[src/rtl/mux_pkg.sv]
// Shared types and constants for the two-channel round-robin arbiter.
package mux_pkg;
  typedef enum logic {PRI_A, PRI_B} pri_e;

  localparam int   FIFO_DEPTH = 2;
  localparam logic SRC_A      = 1'b0;
  localparam logic SRC_B      = 1'b1;
endpackage

[src/rtl/mux_if.sv]
// Bundle between the arbiter and its 2:1 data mux.
interface mux_if #(
  parameter int DATA_WITH = 12
);
  logic [DATA_WITH-1:0] a;
  logic [DATA_WITH-1:0] b;
  logic [DATA_WITH-1:0] y;
  logic                 sel;

  modport mux (input a, input b, input sel, output y);
  modport drv (output a, output b, output sel, input y);
endinterface

[src/rtl/mux2to1.sv]
// Combinational 2:1 word mux; zero latency, no flow control (sel=1 picks b).
module mux2to1 (
  mux_if.mux bus
);
  assign bus.y = bus.sel ? bus.b : bus.a;
endmodule

[src/rtl/mux_rr_arb.sv]
// Round-robin A/B arbiter feeding a 2-entry output FIFO; accepted word visible next cycle.
// Readies drop only when the FIFO holds 2 words; i_y_ready never reaches the readies combinationally.
module mux_rr_arb
  import mux_pkg::*;
#(
  parameter int DATA_WITH = 12
) (
  input  logic                 i_clk,
  input  logic                 i_rst_n,
  input  logic [DATA_WITH-1:0] i_a,
  input  logic                 i_a_valid,
  output logic                 o_a_ready,
  input  logic [DATA_WITH-1:0] i_b,
  input  logic                 i_b_valid,
  output logic                 o_b_ready,
  output logic [DATA_WITH-1:0] o_y,
  output logic                 o_y_valid,
  input  logic                 i_y_ready,
  output logic                 o_y_src
);

  pri_e                 pri_q, pri_d;
  logic [1:0]           count_q, count_d;
  logic                 wr_ptr_q, wr_ptr_d;
  logic                 rd_ptr_q, rd_ptr_d;
  logic [DATA_WITH-1:0] mem_dat_q [FIFO_DEPTH];
  logic                 mem_src_q [FIFO_DEPTH];

  logic full, gnt_a, gnt_b, push, pop;

  mux_if #(.DATA_WITH(DATA_WITH)) mux_bus ();

  assign mux_bus.a   = i_a;
  assign mux_bus.b   = i_b;
  assign mux_bus.sel = gnt_b;

  mux2to1 u_mux (.bus(mux_bus));

  assign full = (count_q == 2'(FIFO_DEPTH));

  // Grant is held off while reset is asserted so no handshake completes in a reset cycle.
  always_comb begin
    gnt_a = 1'b0;
    gnt_b = 1'b0;
    if (i_rst_n && !full) begin
      if (i_a_valid && (!i_b_valid || pri_q == PRI_A)) begin
        gnt_a = 1'b1;
      end else if (i_b_valid) begin
        gnt_b = 1'b1;
      end
    end
  end

  always_comb begin
    pri_d = pri_q;
    if (gnt_a) begin
      pri_d = PRI_B;
    end else if (gnt_b) begin
      pri_d = PRI_A;
    end
  end

  always_ff @(posedge i_clk or negedge i_rst_n) begin
    if (!i_rst_n) begin
      pri_q <= PRI_A;
    end else begin
      pri_q <= pri_d;
    end
  end

  assign push      = gnt_a | gnt_b;
  assign o_y_valid = (count_q != 2'd0);
  assign pop       = o_y_valid & i_y_ready;
  assign o_a_ready = gnt_a;
  assign o_b_ready = gnt_b;

  always_comb begin
    count_d  = count_q;
    wr_ptr_d = wr_ptr_q ^ push;
    rd_ptr_d = rd_ptr_q ^ pop;
    case ({push, pop})
      2'b10:   count_d = count_q + 2'd1;
      2'b01:   count_d = count_q - 2'd1;
      default: count_d = count_q;
    endcase
  end

  always_ff @(posedge i_clk or negedge i_rst_n) begin
    if (!i_rst_n) begin
      count_q  <= 2'd0;
      wr_ptr_q <= 1'b0;
      rd_ptr_q <= 1'b0;
      for (int i = 0; i < FIFO_DEPTH; i++) begin
        mem_dat_q[i] <= '0;
        mem_src_q[i] <= SRC_A;
      end
    end else begin
      count_q  <= count_d;
      wr_ptr_q <= wr_ptr_d;
      rd_ptr_q <= rd_ptr_d;
      if (push) begin
        mem_dat_q[wr_ptr_q] <= mux_bus.y;
        mem_src_q[wr_ptr_q] <= gnt_b ? SRC_B : SRC_A;
      end
    end
  end

  assign o_y     = mem_dat_q[rd_ptr_q];
  assign o_y_src = mem_src_q[rd_ptr_q];

endmodule

[config.mk]
export PLATFORM = sky130hd
export DESIGN_NAME = mux_rr_arb
export DESIGN_NICKNAME = d
export VERILOG_FILES = /design/src/rtl/mux_pkg.sv /design/src/rtl/mux_if.sv /design/src/rtl/mux2to1.sv /design/src/rtl/mux_rr_arb.sv
export SDC_FILE = /design/constraint.sdc
export NUM_CORES = 1
export LEC_CHECK = 0
export BUFFER_PORTS_ARGS = -buffer_cell sky130_fd_sc_hd__buf_2
export CORE_ASPECT_RATIO = 0.5
export CORE_MARGIN = 5
export CORE_UTILIZATION = 50
export DETAILED_ROUTE_END_ITERATION = 16
export PLACE_DENSITY = 0.85
export SETUP_SLACK_MARGIN = 0.2
export SYNTH_ARGS = -nofsm -noshare
export SYNTH_HDL_FRONTEND = slang
export SYNTH_SLANG_ARGS = --single-unit
[constraint.sdc]
create_clock -name i_clk -period 4.2 [get_ports i_clk]
set_input_delay 0.84 -clock i_clk [delete_from_list [all_inputs] [get_ports i_clk]]
set_output_delay 0.84 -clock i_clk [all_outputs]
set_load 0.05 [all_outputs]
==> results of run 1 <==
## power by group
| part | internal [mW] | switching [mW] |
|---|---|---|
| sequential | 0.449 | 0.112 |
| clock | 0.110 | 0.101 |
| combinational | 0.318 | 0.643 |
| total | 0.878 | 0.856 |
## kinds of logic (layout without fill, tap and decap cells)
family                   count (synthesis)  after routing  share of synthesized area (%)
AO/OA/AOI/OAI                           41             41                          16.85
adder cells (fa/ha/maj)                  3              3                          2.218
XOR/XNOR                                 4              4                          2.070
AND/OR/NAND/NOR                         57             57                          17.52
buffers and inverters                   20             58                          5.543
flip-flops                              31             31                          45.82
multiplexers                            15             15                          9.978
## per-layer routing
| layer | vias up | GRT usage [%] | share of wire, % |
|---|---|---|---|
| li1 | 720 | - | - |
| met1 | 698 | 19.96 | 42 |
| met2 | 44 | 30.56 | 51 |
| met3 | 9 | 4.399 | 5.3 |
| met4 | 0 | 8.128 | 1.8 |
| met5 | - | 0 | 0 |
## flip-flops by register name, summed over array words and instances (netlist names)
| register | cells |
|---|---|
| mem_src_q | 2 |
| pri_q | 1 |
| wr_ptr_q | 1 |
| count_q | 2 |
| mem_dat_q | 24 |
| rd_ptr_q | 1 |
## cell type report
type | count | area, um^2 | area share [%]
sequential | 31 | 775.7 | 39.04
multi-input combinational | 120 | 823.3 | 41.44
timing repair buffer | 48 | 250.2 | 12.59
tap | 40 | 50.05 | 2.519
clock buffer | 6 | 72.57 | 3.652
inverter | 4 | 15.01 | 0.7557
## worst register-to-register path: stages, from the launching register on
cell	delay [ps]
dfrtp_1	440
nor2b_2	760
nor2_1	160
o21a_1	170
ha_1	320
buf_4	250
mux2_2	280
## per-stage QoR
stage / instance area, um^2 / setup WS [ps] / utilization (%) / hold WS, ps
finish: 1987 / 1172 / 63.72 / 514.0
global route: 1987 / 1058 / 63.72 / 534.7
CTS: 1987 / 1167 / 63.72 / 524.7
detailed placement: 1914 / 1177 / 61.40 / 506.2
global placement: 1914 / 1253 / 61.40 / 487.9
floorplan: 1693 / 640.7 / - / 468.8
## cells in the mapped netlist
| library cell | number |
|---|---|
| a21oi_1 | 1 |
| a31oi_1 | 26 |
| and2_1 | 1 |
| buf_1 | 2 |
| buf_2 | 6 |
| buf_4 | 1 |
| buf_6 | 1 |
| clkbuf_1 | 6 |
| dfrtp_1 | 31 |
| ha_1 | 3 |
| inv_1 | 4 |
| mux2_2 | 15 |
| nand2_1 | 12 |
| nand2b_1 | 1 |
| nand3_1 | 1 |
| nor2_1 | 26 |
| nor2b_1 | 1 |
| nor2b_2 | 1 |
| nor4_1 | 1 |
| o21a_1 | 1 |
| o21ai_0 | 1 |
| o41ai_1 | 12 |
| or2_2 | 1 |
| or4_1 | 7 |
| or4_4 | 5 |
| xnor2_1 | 2 |
| xor2_1 | 2 |
## worst max-delay path by stage
stage               startpoint         to  slack, ps  depth (start not counted)
global route         i_b_valid  o_b_ready       1060                          4
global placement     i_b_valid  o_b_ready       1250                          4
detailed placement   i_b_valid  o_b_ready       1180                          4
CTS                  i_b_valid  o_b_ready       1170                          4
floorplan            i_b_valid  o_b_ready        640                          3
finish               i_b_valid  o_b_ready       1170                          4
==> qor.yml, run 1 <==
first_pass_iters: 4
post_cts_buffers: 0
path_cells: "buf_2 > inv_1 > nor4_1 > buf_2"
ys_ff_latch: 31
status: "completed"
fillCellCount: 243
synth.distinct_cells: 27
start_kind: "input port"
final_common_cell: "buf_2"
hold_class: "reg -> reg"
place_hpwl_um: 2705
grt_pass1_wl_um: 6444
synth.area.top_cells: "dfrtp_1 46%, mux2_2 10%, a31oi_1 9.6%"
cts.clk_slew.worst_paths_ps: 60
min_to: "count_q[1]"
hold_viol_final: 0
grt_max_degree: 34
cts_buffers: 5
whs_path_depth: 1
yosys_warnings: 0
fin_skew_ps: 3.865
tns_ps: 0
yosysTopAreaCell: "dfrtp_1"
hold_path_startpoint: "count_q[1]"
syn_nets: 203
rsz0062_at_grt: "false"
fp.dieH_um: 51.15
max-slew-margin-rel_pct: 37.12
final_cell_mix: "44 x buf_2, 31 x dfrtp_1, 26 x nor2_1, 26 x a31oi_1, 15 x mux2_2"
place_congestion: 0.7893
post_drt_wl_per_cell_um: 15.60
reg2reg_slack_ps: 1700
r2r_end: "mem_src_q[0]"
start_util_pct: 54.29
finalMaxSlewViolations: 0
drc_errors: 0
crit_top_cell: "buf_2"
clkLatencyLatePin_ps: 280
cp_num_buf_inv: 3
critPathArrivalTime_ps: 2190
grt_antenna_before_repair: 0
period_minus_slack_ps: 3028
synth_area_mm2: 0.001693
ys_seq_area_share_pct: 45.82
cts_root_buf: "clkbuf_8"
grt_overflow: 0
die_x_um: 92.29
drt_wl_total_um: 3884
path_class: "in -> out"
syn_area_per_cell_um2: 9.900
post-route-period-util_pct: 72.10
num_rows: 14
first_global_vias: 1471
ctsHtreeMaxLevel: 2
antenna_left: 0
synth_top_area_share_pct: 45.82
dp.cells: 243
cts_resized: 0
cap_violations: 0
ir_drop_mv: 0.6363
cts_tree: "done"
cp_data_required_time_ps: 3360
final_nets: 242
drive_gt1_share_pct: 35.89
max_stage_delay_ps: 490
pwr_density_cell_mw_per_mm2: 872.8
tightest_slew_ps: 939.0
viasPerCell: 5.908
critPathSlowestCell: "nor4_1"
path_delay_family: "buffers and inverters"
r2r_cells: 6
via_count: 1471
drt-initial-drc-count: 120
cts_sinks: 31
ctsHoldBuffers: 0
grtUsageTotal_pct: 17.20
dieArea_mm2: 0.004720
clk_path_buf_depth: 2
portBuffers: 44
path_max_fanout: 17
syn_to_final_growth_pct: 17.37
setup_violations: 0
n_antenna_cell: 0
leakage_nw: 0.8611
r2r_start: "count_q[0]"
final_cell_count_no_fill: 249
total_power_mw: 1.734
io-pin-count: 45
end_kind: "output port"
fmax_mhz: 330.2
fp.coreArea_mm2: 0.003118
syn_inst: 171
No activity file was read; power rests on OpenSTA's default activity.
==> run 2: changes to the inputs <==
--- a/config.mk
+++ b/config.mk
@@ -8,9 +8,9 @@
 export BUFFER_PORTS_ARGS = -buffer_cell sky130_fd_sc_hd__buf_2
 export CORE_ASPECT_RATIO = 0.5
 export CORE_MARGIN = 5
-export CORE_UTILIZATION = 50
+export CORE_UTILIZATION = 47
 export DETAILED_ROUTE_END_ITERATION = 16
-export PLACE_DENSITY = 0.85
+export PLACE_DENSITY = 0.84
 export SETUP_SLACK_MARGIN = 0.2
 export SYNTH_ARGS = -nofsm -noshare
 export SYNTH_HDL_FRONTEND = slang
==> constraint.sdc (replaced) <==
create_clock -name i_clk -period 2.6 [get_ports i_clk]
set_input_delay 0.52 -clock i_clk [delete_from_list [all_inputs] [get_ports i_clk]]
set_output_delay 0.52 -clock i_clk [all_outputs]
set_load 0.05 [all_outputs]
==> run 2 against run 1 <==
  * Clock skew grew 2.0 ps
  * Non-clock buffer count grew 4
  * Via count grew 1.8%
  * Die area grew 5.4%
  * Final area grew 3.5%
  * Sequential power grew 63%
  * Utilization shrank 4.2 points
  * Global-route usage grew 1.3 points
  * Cell count grew 6.4%
  * Setup slack lost 790 ps
  * Clock-buffer cell count is the same
  * Sequential cell count is the same
==> qor.yml, run 2 (same netlist as run 1, synthesis figures left out) <==
design_area_mm2: 0.002057
drc_errors: 0
start_util_pct: 49.02
status: "completed"
path_max_fanout: 14
clkLatencyLatePin_ps: 280
place_hpwl_um: 2964
cts.clk_slew.worst_paths_ps: 70
max-slew-margin-rel_pct: 54.26
cap_violations: 0
cts_sinks: 31
fin_skew_ps: 5.875
clk_path_buf_depth: 2
cts_buffers: 5
post_cts_buffers: 0
drt_wl_total_um: 4154
die_x_um: 94.88
viasPerCell: 5.653
tns_ps: 0
cts_root_buf: "clkbuf_8"
total_power_mw: 2.891
rsz0062_at_grt: "false"
via_count: 1498
fmax_mhz: 451.8
grt_overflow: 0
final_util_pct: 59.57
pwr_density_cell_mw_per_mm2: 1405
hold_class: "in -> async"
post-route-period-util_pct: 85.13
first_global_vias: 1597
n_antenna_cell: 0
post_drt_wl_per_cell_um: 15.68
grt_antenna_before_repair: 0
fp.dieH_um: 52.44
largestRegisters: "mem_dat_q x24, count_q x2, mem_src_q x2"
postLayoutSetupSlackWorst_ps: 386.6
num_rows: 15
critPathArrivalTime_ps: 1690
ctsHtreeMaxLevel: 2
drive_gt1_share_pct: 38.32
ir_drop_mv: 0.5944
first_pass_iters: 4
io-pin-count: 45
dieArea_mm2: 0.004975
placed_area_mm2: 0.001964
setup_violations: 0
finalMaxSlewViolations: 0
dp.cells: 258
pre_cts_ws_ps: 139.3
tightest_slew_ps: 686.0
end_kind: "output port"
final_cell_mix: "44 x buf_2, 31 x dfrtp_1, 26 x nor2_1, 26 x a31oi_1, 15 x mux2_2"
largest_register_ff_count: 24
cts_tree: "done"
whs_ps: 173.2
leakage_nw: 0.8949
top_register: "mem_dat_q"
syn_to_final_growth_pct: 21.51
path_class: "reg -> out"
final_cell_count_no_fill: 265
portBuffers: 44
period_minus_slack_ps: 2213
fp.coreArea_mm2: 0.003453
final_common_cell: "buf_2"
grt_pass1_wl_um: 6996
place_congestion: 0.8238
grt_max_degree: 27
antenna_left: 0
start_kind: "flip-flop"
hold_viol_final: 0
final_nets: 246
cp_data_required_time_ps: 2080
drt-initial-drc-count: 84
r2r_cells: 7
grtUsageTotal_pct: 18.53
==> run 2: final timing paths <==
check | from | end | slack (ps)
setup / recovery | rd_ptr_q | o_y[7] | 390
hold / removal | i_rst_n | count_q[1] | 170
setup reg to reg | count_q[0] | mem_dat_q[5] | 400
hold reg to reg | mem_src_q[0] | mem_src_q[0] | 500
max in group asynchronous | i_rst_n | mem_dat_q[12] | 2130
min in group i_clk | mem_src_q[0] | mem_src_q[0] | 500
==> run 2: final cells by class <==
type                            count  area, um^2
Timing Repair Buffer               52       280.3
Clock inverter                      1       5.005
Inverter                            4       15.01
Sequential cell                    31       775.7
Clock buffer                        6       82.58
Tap cell                           51       63.81
Fill cell                         296        1396
Multi-Input combinational cell    120       834.6
==> run 2: worst max-delay path, stage by stage (launching register included) <==
cell and delay, ps:
dfrtp_1 780, mux2_2 410, buf_2 210
==> run 2: where the power goes <==
group          internal [mW]  total [mW]  switching [mW]
clock                  0.207       0.377           0.170
sequential             0.726       0.915           0.189
combinational          0.527        1.60            1.07
total                   1.46        2.89            1.43
==> run 2: timing repair <==
item / in CTS / in global routing
endpoints found under the hold margin: 0 / 0
gates resized for setup: 1 / 0
setup endpoints to repair: 15 / 0
hold buffers: 0 / 0
==> run 2: per-layer routing <==
| layer | wire [um] | part of all wire (%) | up-vias | global-route usage [%] |
|---|---|---|---|---|
| met1 | 1749 | 42 | 733 | 21.13 |
| met4 | 71 | 1.7 | 0 | 8.134 |
| li1 | - | - | 721 | - |
| met2 | 2173 | 52 | 35 | 32.79 |
| met5 | 0 | 0 | - | 0 |
| met3 | 160 | 3.9 | 9 | 5.308 |
==> run 3: changes to the inputs <==
--- a/config.mk
+++ b/config.mk
@@ -10,7 +10,9 @@
 export CORE_MARGIN = 5
 export CORE_UTILIZATION = 47
 export DETAILED_ROUTE_END_ITERATION = 16
+export MAX_ROUTING_LAYER = met4
 export PLACE_DENSITY = 0.84
+export REMOVE_ABC_BUFFERS = 1
 export SETUP_SLACK_MARGIN = 0.2
 export SYNTH_ARGS = -nofsm -noshare
 export SYNTH_HDL_FRONTEND = slang
==> run 3 against run 2 <==
  * Clock-buffer cell count rose by 2
  * Critical endpoint is now o_b_ready
  * Critical path depth rose by 1
  * Via count fell by 2.9%
  * Largest cell class unchanged
  * Critical path type unchanged
==> qor.yml, run 3 (same netlist as run 1, synthesis figures left out) <==
clkLatencyLatePin_ps: 280
start_util_pct: 49.02
max-slew-margin-rel_pct: 55.23
ctsHtreeMaxLevel: 2
place_hpwl_um: 2899
drt_wl_total_um: 4033
cap_violations: 0
via_count: 1454
final_cell_mix: "44 x buf_2, 31 x dfrtp_1, 26 x nor2_1, 26 x a31oi_1, 15 x mux2_2"
n_antenna_cell: 0
fin_skew_ps: 4.532
first_global_vias: 1465
place_congestion: 0.8059
first_pass_iters: 4
grt_overflow: 0
cts_sinks: 31
final_nets: 245
fp.dieH_um: 52.44
clk_path_buf_depth: 2
hold_viol_final: 0
post_cts_buffers: 0
rsz0062_at_grt: "false"
viasPerCell: 5.487
ctsHoldBuffers: 0
start_kind: "flip-flop"
cts.clk_slew.worst_paths_ps: 60
grt_pass1_wl_um: 6824
leakage_nw: 0.8902
tightest_slew_ps: 671.5
cts_root_buf: "clkbuf_8"
fp.coreArea_mm2: 0.003453
end_kind: "output port"
design_area_mm2: 0.002051
placed_area_mm2: 0.001951
largestRegisters: "mem_dat_q x24, count_q x2, mem_src_q x2"
hold_class: "in -> async"
top_register: "mem_dat_q"
syn_to_final_growth_pct: 21.14
cts_tree: "done"
path_class: "reg -> out"
num_rows: 15
whs_ps: 273.7
drc_errors: 0
setup_violations: 0
grt_max_degree: 34
portBuffers: 44
critPathArrivalTime_ps: 1710
grt_antenna_before_repair: 0
status: "completed"
io-pin-count: 45
ir_drop_mv: 0.4558
finalMaxSlewViolations: 0
grtUsageTotal_pct: 18.68
drive_gt1_share_pct: 37.38
antenna_left: 0
cts_buffers: 5
post_drt_wl_per_cell_um: 15.22
path_max_fanout: 13
dieArea_mm2: 0.004975
drt-initial-drc-count: 99
die_x_um: 94.88
cts_resized: 0
pwr_density_cell_mw_per_mm2: 1415
final_util_pct: 59.38
cp_data_required_time_ps: 2080
final_common_cell: "buf_2"
largest_register_ff_count: 24
r2r_cells: 7
period_minus_slack_ps: 2227
post-route-period-util_pct: 85.64
fmax_mhz: 449.1
[run 3: cell type report]
class / count / area (um^2)
Sequential cell: 31 / 775.7
Timing Repair Buffer: 51 / 272.8
Tap cell: 51 / 63.81
Fill cell: 303 / 1403
Multi-Input combinational cell: 120 / 823.3
Inverter: 4 / 15.01
Clock buffer: 8 / 100.1
[run 3: final timing paths]
kind | start | end | slack (ps)
worst max register to register | count_q[1] | mem_dat_q[9] | 700
max in group asynchronous | i_rst_n | mem_dat_q[16] | 2030
min in group i_clk | mem_src_q[0] | mem_src_q[0] | 500
worst min register to register | mem_src_q[0] | mem_src_q[0] | 500
worst max-delay path | count_q[1] | o_b_ready | 370
worst min-delay path | i_rst_n | mem_dat_q[18] | 270
[run 3: critical path, cell delays in order (launching register included)]
cell and delay, ps:
dfrtp_1 410, nor2b_2 250, nor4_1 410, buf_2 350
[run 3: where the power goes]
| group | internal, mW | switching (mW) |
|---|---|---|
| registers | 0.726 | 0.186 |
| logic | 0.523 | 1.06 |
| clock network | 0.241 | 0.170 |
| total | 1.49 | 1.41 |
[run 3: layer usage]
metal | part of all wire [%] | routed length, um | GRT usage [%]
met5 | 0 | 0 | -
met4 | 1.6 | 66 | 7.177
met3 | 5.0 | 202 | 6.313
met2 | 52 | 2091 | 31.04
met1 | 41 | 1672 | 21.22
[run 3: metrics by stage]
step                setup WS, ps  std cells  TNS [ps]  power [mW]
finish                     373.2        265         0       2.902
global route               250.1        265         0       3.103
CTS                        346.5        265         0       2.925
detailed placement         383.4        257         0       2.507
global placement           475.3        257         0       2.436
floorplan                 -336.5        155    -855.1       2.105
